`config.mk`:
```
export PLATFORM = sky130hd
export DESIGN_NAME = erosion_win3
export DESIGN_NICKNAME = d
export VERILOG_FILES = /design/src/rtl/morph_pkg.sv /design/src/rtl/morph_line_buf.sv /design/src/rtl/erosion_win3.sv
export SDC_FILE = /design/constraint.sdc
export NUM_CORES = 2
export LEC_CHECK = 0
export BUFFER_PORTS_ARGS = -buffer_cell sky130_fd_sc_hd__buf_2
export CORE_MARGIN = 1.5
export CORE_UTILIZATION = 55
export DETAILED_ROUTE_END_ITERATION = 8
export PLACE_DENSITY = 0.77
export SETUP_SLACK_MARGIN = 0.1
export SYNTH_ARGS = -nofsm -noshare
export SYNTH_HDL_FRONTEND = slang
export SYNTH_SLANG_ARGS = --single-unit
```
`constraint.sdc`:
```
create_clock -name clk -period 4.85 [get_ports clk]
set_input_delay 0.97 -clock clk [delete_from_list [all_inputs] [get_ports clk]]
set_output_delay 0.97 -clock clk [all_outputs]
set_load 0.03 [all_outputs]
```
`src/rtl/morph_pkg.sv`:
```
// Shared types and helpers for the binary morphology stages.
// EROSION_BORDER_ONE_EN (optional define) is consumed by erosion_win3.
package morph_pkg;

  typedef enum logic [1:0] {
    IDLE,
    RUN,
    FLUSH
  } morph_state_e;

  // Window bit r*3+c: r=0 top row, c=0 left column.
  typedef logic [8:0] win3_t;

  localparam int unsigned DEF_IMG_W = 640;
  localparam int unsigned DEF_IMG_H = 480;
  localparam int unsigned FRAME_PIX = DEF_IMG_W * DEF_IMG_H;

  function automatic logic is_border(input int unsigned row, input int unsigned col,
                                     input int unsigned img_w, input int unsigned img_h);
    return (row == 0) || (row == img_h - 1) || (col == 0) || (col == img_w - 1);
  endfunction

endpackage

```
`src/rtl/morph_line_buf.sv`:
```
// Two cascaded IMG_W-deep 1-bit delay lines sharing one address; taps give
// the pixel one row and two rows above the incoming one (read-before-write).
module morph_line_buf #(
  parameter int unsigned DEPTH = 640,
  parameter int unsigned AW    = 10
) (
  input  logic          clk,
  input  logic          rst_n,
  input  logic          en,
  input  logic [AW-1:0] addr,
  input  logic          din,
  output logic          tap1,
  output logic          tap2
);

  logic mem1 [DEPTH];
  logic mem2 [DEPTH];

  assign tap1 = mem1[addr];
  assign tap2 = mem2[addr];

  always_ff @(posedge clk or negedge rst_n) begin
    if (!rst_n) begin
      for (int unsigned i = 0; i < DEPTH; i++) begin
        mem1[i] <= 1'b0;
        mem2[i] <= 1'b0;
      end
    end else if (en) begin
      mem1[addr] <= din;
      mem2[addr] <= tap1;
    end
  end

endmodule

```
`src/rtl/erosion_win3.sv`:
```
// Binary 3x3 erosion on a sop/eop/vld stream with internal line buffers and flush.
// Define EROSION_BORDER_ONE_EN to treat out-of-image neighbours as 1 instead of forcing border outputs to 0.
module erosion_win3
  import morph_pkg::*;
#(
  parameter int unsigned IMG_W = DEF_IMG_W,
  parameter int unsigned IMG_H = DEF_IMG_H,
  parameter int unsigned CNT_W = 16
) (
  input  logic clk,
  input  logic rst_n,
  input  logic din,
  input  logic din_sop,
  input  logic din_eop,
  input  logic din_vld,
  output logic dout,
  output logic dout_sop,
  output logic dout_eop,
  output logic dout_vld,
  output logic err_frame
);

  localparam int unsigned AW = (IMG_W > 1) ? $clog2(IMG_W) : 1;
  localparam logic [CNT_W-1:0] W_LAST = CNT_W'(IMG_W - 1);
  localparam logic [CNT_W-1:0] H_LAST = CNT_W'(IMG_H - 1);
  localparam logic [CNT_W-1:0] W_FULL = CNT_W'(IMG_W);

  morph_state_e     state;
  logic [CNT_W-1:0] row, col, fcnt;
  win3_t            win, win_base, win_next;
  logic             ovld1, osop1, oeop1;
  logic [CNT_W-1:0] orow1, ocol1;

  logic             start, beat_en, beat_pix, last_flush, win_and;
  logic [CNT_W-1:0] brow, bcol;
  logic             tap1, tap2;

  // A sop beat is always beat 0 of a new frame, whatever state we are in.
  always_comb begin
    start      = din_vld & din_sop;
    beat_en    = start | ((state == RUN) & din_vld) | (state == FLUSH);
    beat_pix   = ((state == FLUSH) && !start) ? 1'b0 : din;
    brow       = start ? '0 : row;
    bcol       = start ? '0 : col;
    last_flush = (state == FLUSH) && !start && (fcnt == W_FULL);
  end

  morph_line_buf #(
    .DEPTH (IMG_W),
    .AW    (AW)
  ) u_line_buf (
    .clk   (clk),
    .rst_n (rst_n),
    .en    (beat_en),
    .addr  (bcol[AW-1:0]),
    .din   (beat_pix),
    .tap1  (tap1),
    .tap2  (tap2)
  );

  always_comb begin
    win_base = start ? '0 : win;
    win_next = {beat_pix, win_base[8:7], tap1, win_base[5:4], tap2, win_base[2:1]};
  end

  always_comb begin
`ifdef EROSION_BORDER_ONE_EN
    win3_t edge_mask;
    edge_mask = '0;
    if (orow1 == '0)    edge_mask = edge_mask | 9'b000_000_111;
    if (orow1 == H_LAST) edge_mask = edge_mask | 9'b111_000_000;
    if (ocol1 == '0)    edge_mask = edge_mask | 9'b001_001_001;
    if (ocol1 == W_LAST) edge_mask = edge_mask | 9'b100_100_100;
    win_and = &(win | edge_mask);
`else
    win_and = !is_border(32'(orow1), 32'(ocol1), IMG_W, IMG_H) && (&win);
`endif
  end

  always_ff @(posedge clk or negedge rst_n) begin
    if (!rst_n) begin
      state     <= IDLE;
      row       <= '0;
      col       <= '0;
      fcnt      <= '0;
      win       <= '0;
      ovld1     <= 1'b0;
      osop1     <= 1'b0;
      oeop1     <= 1'b0;
      orow1     <= '0;
      ocol1     <= '0;
      dout      <= 1'b0;
      dout_sop  <= 1'b0;
      dout_eop  <= 1'b0;
      dout_vld  <= 1'b0;
      err_frame <= 1'b0;
    end else begin
      err_frame <= (start && state != IDLE) || (start && din_eop) ||
                   (state == RUN && din_vld && din_eop && !din_sop &&
                    !(row == H_LAST && col == W_LAST));

      // Beat b yields centre b-IMG_W-1: one column left, one row up.
      if (beat_en) begin
        win <= win_next;
        if (bcol == W_LAST) begin
          col <= '0;
          row <= brow + 1'b1;
        end else begin
          col <= bcol + 1'b1;
          row <= brow;
        end
        ovld1 <= (brow >= CNT_W'(2)) || (brow == CNT_W'(1) && bcol != '0);
        osop1 <= (brow == CNT_W'(1)) && (bcol == CNT_W'(1));
        oeop1 <= last_flush;
        if (bcol != '0) begin
          orow1 <= brow - 1'b1;
          ocol1 <= bcol - 1'b1;
        end else begin
          orow1 <= brow - CNT_W'(2);
          ocol1 <= W_LAST;
        end
      end else begin
        ovld1 <= 1'b0;
        osop1 <= 1'b0;
        oeop1 <= 1'b0;
      end

      if (start) begin
        state <= RUN;
      end else begin
        case (state)
          RUN: begin
            if (din_vld && din_eop) begin
              state <= FLUSH;
              fcnt  <= '0;
            end
          end
          FLUSH: begin
            if (last_flush) state <= IDLE;
            else            fcnt  <= fcnt + 1'b1;
          end
          default: ;
        endcase
      end

      dout_vld <= ovld1;
      dout_sop <= osop1;
      dout_eop <= oeop1;
      dout     <= ovld1 & win_and;
    end
  end

endmodule
```
Yosys cells after proc, flatten, opt, wreduce, memory -nomap -nowiden. Index checks and enable logic that the tools add are counted.

Add/subtract/negate cells: 6. $lt $le $gt $ge: 3. Equal/unequal tests: 14. Multiplexer cells: 28. Bitwise operators: 7. Reduce and logical (&&, ||, !) cells: 33.

Operators with widths (count): $bwmux W640 (2); $mux W16 (8); $eq A16 B10 Y1 const B (4); $add A16 B1 Y16 const B (3); $eq A16 B1 Y1 const B (2); $eq A16 B9 Y1 const B (2); $logic_not A16 Y1 (2); $pmux W16 S2 (1); $sub A16 B1 Y16 const B (2); $bmux W1 S10 (2); $ge A16 B2 Y1 const B (1); $reduce_bool A16 Y1 (1); $sub A16 B2 Y16 const B (1); $logic_and A1 B1 Y1 (14); $ge A11 B11 Y1 const B (1); $lt A11 B1 Y1 const B (1); $not A10 Y11 (1); $demux W1 S10 (1); $mux W1 (9); $mux W9 (1); $reduce_and A9 Y1 (1); $logic_or A1 B1 Y1 (6); $mux W2 (3); $logic_not A1 Y1 (4); 14 further kinds (18).

Register bits: 1379. Input port bits: 6. Output and inout bits: 5. Word-level logic and storage cells: 1386.

Logic depth before layout (Yosys ltp).
Depth after elaboration: 8. Gate-level depth with buffers: 20. Gate-level depth less buffers: 11.

By module. From an unflattened synthesis, not the netlist that was laid out.

Cells, all modules: 5578. Area, all modules: 66224.8 um2.

Modules (own cells, without submodules): morph_line_buf (times used 1, cells an instance 4894, area each 60329.1 um2, seq. area each 32030.7 um2); erosion_win3 (times used 1, cells an instance 684, area each 5895.7 um2, seq. area each 2477.4 um2).

Worst setup path before layout. Ideal clock, no wire load.

Path type: input-to-reg. Start: in din_vld. End: reg row[13]. Setup time: 78 ps. Data arrival time: 4441 ps. Required time: 4772 ps. Setup slack: 331 ps. Stages: 17. Buffers on the path: 8. Path through: buf_4 a21boi_4 buf_2 buf_2 buf_2 buf_2 buf_2 buf_2 ha_1 nand3_1 or3_1 nor4_4 nand3_1 or2_1 clkbuf_1 or3_1 a21oi_1.

Word-level cells in the longest chain between the ends: 4. Elaborated cells on any way between the ends: 9. Those cells by class: add/sub: 1; eq/ne: 1; mux: 3; bitwise: 4.

RTL lines: start, declared (RTL line erosion_win3.sv:15) `input logic din_vld,`; $and A1 B1 Y1 (RTL line erosion_win3.sv:40) `start = din_vld & din_sop;`; $mux W16 (on tied branches) (RTL line erosion_win3.sv:43, erosion_win3.sv:44); $add A16 B1 Y16 or $eq A16 B10 Y1 (tied branches) (RTL line erosion_win3.sv:107, erosion_win3.sv:105); $mux W16 (RTL line erosion_win3.sv:105) `if (bcol == W_LAST) begin`; end signal, assigned (RTL line erosion_win3.sv:107) `row <= brow + 1'b1;`; end signal, assigned (RTL line erosion_win3.sv:110) `row <= brow;`; end, declared (RTL line erosion_win3.sv:29) `logic [CNT_W-1:0] row, col, fcnt;`.

Several ways; a longest one is shown, not always the timed one. A chain may end at the register's enable or synchronous reset.

Worst setup path after layout.
Start: reg col[4]. End: reg u_line_buf.mem2[13] (netlist bit).

Word-level cells in the longest chain between the ends: 7. Elaborated cells on any way between the ends: 11. Those cells by class: order compare: 2; mux: 7; bitwise: 1; reduce/logical: 1.

RTL lines: start, declared (RTL line erosion_win3.sv:29); start signal, assigned (RTL line erosion_win3.sv:109) `col <= bcol + 1'b1;`; $mux W16 (*) (RTL line erosion_win3.sv:44) `bcol = start ? '0 : col;`; $not A10 Y11 (not written as such) (*) (RTL line morph_line_buf.sv:19, morph_line_buf.sv:30); parallel branches: the longest is 4 deep, another holds $bmux W1 S10; $bwmux W640 (*) (RTL line morph_line_buf.sv:30) `mem2[addr] <= tap1;`; end signal, assigned by index (RTL line morph_line_buf.sv:30); end, declared (RTL line morph_line_buf.sv:17) `logic mem2 [DEPTH];`.

Mark *: on every way between the ends. The select of a mux whose other input is x is not followed.

==> results.py <==
metrics = {
    "floorplan": {
        "core_um2": 122000,
        "dieArea_um2": 124000,
        "initial_core_util_pct": 55.4,
        "dieHeight_um": 353,
        "die_x_um": 353,
        "rows": 128,
        "pin_count": 11,
    },
    "power": {
        "clockPowerShare_pct": 33.2,
        "power_leakage_nw": 31.6,
        "ir_drop_v": 0.000629,
        "p_sw_mw": 12.9,
        "p_per_area_nw_per_um2": 459,
        "power.share.switching_pct": 37.7,
        "seqPwrFrac_pct": 35.7,
        "pwr-share-comb_pct": 31.1,
        "p_int_mw": 21.2,
    },
    "timing": {
        "hold_viol": 0,
        "drv_slew": 0,
        "slew_headroom_pct": 10.9,
        "worst_pin_slew_ns": 1.33,
        "min_period_ns": 4.86,
        "setup_viol": 1,
        "grt_setup_unrepaired": "no",
        "fin_ws_ns": -0.00622,
        "fmax_ghz": 0.206,
        "whs_ns": 0.103,
        "fin_crit_sh_pct": 100,
        "skew_ns": 0.0407,
        "finalSetupTns_ns": -0.00622,
    },
    "yosys": {
        "synth_warnings": 0,
        "synthAdderAreaFrac_pct": 0.242,
        "syn-instance-count": 7157,
        "synth_area_um2": 67300,
        "synth_xor_area_share_pct": 0.508,
        "synth-seq-cells": 1379,
        "synth_area_per_cell_um2": 9.40,
        "synth.distinct_cells": 89,
        "synth_top_family_by_area": "compound AO/OA/AOI/OAI gates",
        "synth_compound_area_share_pct": 28.0,
        "async_flop_share_pct": 100,
        "synth_edf_count": 0,
        "ys_dominant_reg_cell": "dfrtp_1",
        "syn_nets": 7176,
        "ys_seq_area_share_pct": 51.3,
        "synth-simple-area-share_pct": 9.75,
        "synth_mux_area_share_pct": 4.71,
    },
    "critical_path": {
        "cp-end-kind": "flip-flop",
        "crit_arrival_ns": 5.55,
        "cp_max_fo": 121,
        "path_class": "reg2reg",
        "required_ns": 5.55,
        "worst_setup_path_start_kind": "flip-flop",
    },
    "worst_hold_path": {
        "hp-class": "in2async",
    },
    "run": {
        "drv_cap": 0,
    },
    "clocking": {
        "clk_latency_ns": 0.80,
        "cts_tree": "yes",
        "path_clk_slew_ns": 0.06,
        "cts-root-buf": "clkbuf_16",
        "htreeDepth": 4,
        "numCtsBuffers": 145,
        "cts_sinks": 1379,
        "clock_path_buffers": 3,
    },
    "drt": {
        "routed_wl_mm": 243,
        "highest_layer": "met5",
        "drt_iter0_drc": 10443,
        "dr.pass1.iters": 9,
        "routed-via-count": 60811,
        "wl_met2_mm": 101,
        "viasPerCell": 7.06,
        "drc": 0,
        "wire_per_inst_um": 28.2,
        "wl_met3_mm": 35.4,
        "ant_nets": 0,
        "wl_met1_mm": 89.2,
    },
    "cells_and_area": {
        "fillers": 9817,
        "final_cell_mix": "1376 x dfrtp_1, 1105 x o21ai_0, 932 x nand2_1",
        "nets": 6895,
        "final_common_cell": "dfrtp_1",
        "area_growth_pct": 10.4,
        "drive_gt1_share_pct": 10.9,
        "multi_input_area_um2": 29400,
        "regArea_um2": 34500,
    },
    "placed_design": {
        "place_congestion": 1.02,
        "hpwl_mm": 150,
        "io_buffers": 10,
    },
    "global_route": {
        "grt_max_degree": 185,
        "overflow": 0,
        "grt_pass1_vias": 56821,
        "antenna_found_initial": 14,
        "groute.usage.overall_pct": 38.4,
        "grt_first_pass_wirelength_mm": 364,
    },
    "run_status": {
        "run_status": "finished with violations",
        "violations": "setup timing",
    },
}
path summary, 6_finish.rpt:
path	start	endpoint	slack (ns)	cells past startpoint
max	col[4]	u_line_buf.mem2[13]	-0.006	12
min	rst_n	u_line_buf.mem1[227]	0.10	1
max reg2reg	col[4]	u_line_buf.mem2[13]	-0.006	12
min reg2reg	osop1	dout_sop	0.35	0
max in group asynchronous	rst_n	u_line_buf.mem1[277]	3.36	3
min in group clk	osop1	dout_sop	0.35	0
cells in the mapped netlist (all sizes together) (21+ instances only):
library cell	count	area, um^2
nor4	29	196
a21oi	526	2630
mux2i	218	2180
o21ai	1127	5640
or3	21	131
a31oi	351	2200
o221ai	65	569
a221oi	44	385
nor2b	34	213
buf	249	1630
xnor2	21	184
nand2	955	3590
a22o	23	201
clkbuf	536	2020
nand2b	22	138
a22oi	32	240
mux2	60	676
o31ai	595	4470
nor3	46	230
nand3	108	541
a211oi	50	375
nand4	30	188
nor2	250	948
dfrtp	1379	34500
o22ai	113	707
metal layers:
layer  track usage, %  vias up
met5            0.189        -
met1             50.6    29213
li1                 -    25915
met2             54.6     4603
met4             23.0       18
met3             13.5     1062
metrics by stage:
step                      cells  utilization (%)  setup WS, ns  cell area, um^2  total power, mW
final                      8615             61.1      -0.00622            74300             34.1
after detailed placement   8354             57.2        -0.328            69500             22.3
after global routing       8609             61.1         0.152            74300             34.7
after floorplan            7157                -         0.331            67300             18.3
after CTS                  8609             61.1         0.283            74300             33.5
after global placement     8354             57.2        -0.342            69500             22.2
what timing repair did:
item                       4_1_cts  5_1_grt
resized for setup                0        1
buffers inserted                 0        0
setup endpoints to repair        0      180
hold buffers                     0        0
flip-flops by register name (all words and copies together), names as in the netlist, 2 cells and up:
name	count
u_line_buf.mem1	640
u_line_buf.mem2	640
col	16
fcnt	16
ocol1	16
orow1	16
row	16
win	9
state	2
cells by family after synthesis:
logic type,Yosys count
simple gates,1549
buf+inv,804
mux,292
flops,1379
xor+xnor,39
compound gates,3081
fa+ha+maj,13
critical path, cell delays in order (launching register included):
cell and delay, ns:
dfrtp_1 0.60, a21boi_1 0.71, nand2_1 0.62, buf_4 0.37, buf_4 0.19, a311oi_1 0.41
nor4_2 0.15, a31oi_1 0.38, a21boi_1 0.27, o2111ai_1 0.18, o31a_4 0.26, buf_12 0.28
a31oi_1 0.24
layout make-up:
type                       instances  share of cell area (%)
inverter                          19                   0.116
multi-input combinational       4974                    39.6
sequential                      1379                    46.5
timing repair buffer             357                    4.71
tap                             1625                    2.74
antenna                            6                  0.0202
clock buffer                     215                    5.73
clock inverter                    40                   0.665
power groups by stage:
stage	clock network, mW	registers [mW]	logic, mW
after floorplan	0	12.2	6.14
after global routing	11.8	12.2	10.8
after detailed placement	0	12.4	9.97
after global placement	0	12.3	9.90
after CTS	11.3	12.2	10.0
final	11.3	12.2	10.6
Note: power is estimated with default switching activity, not from simulation.
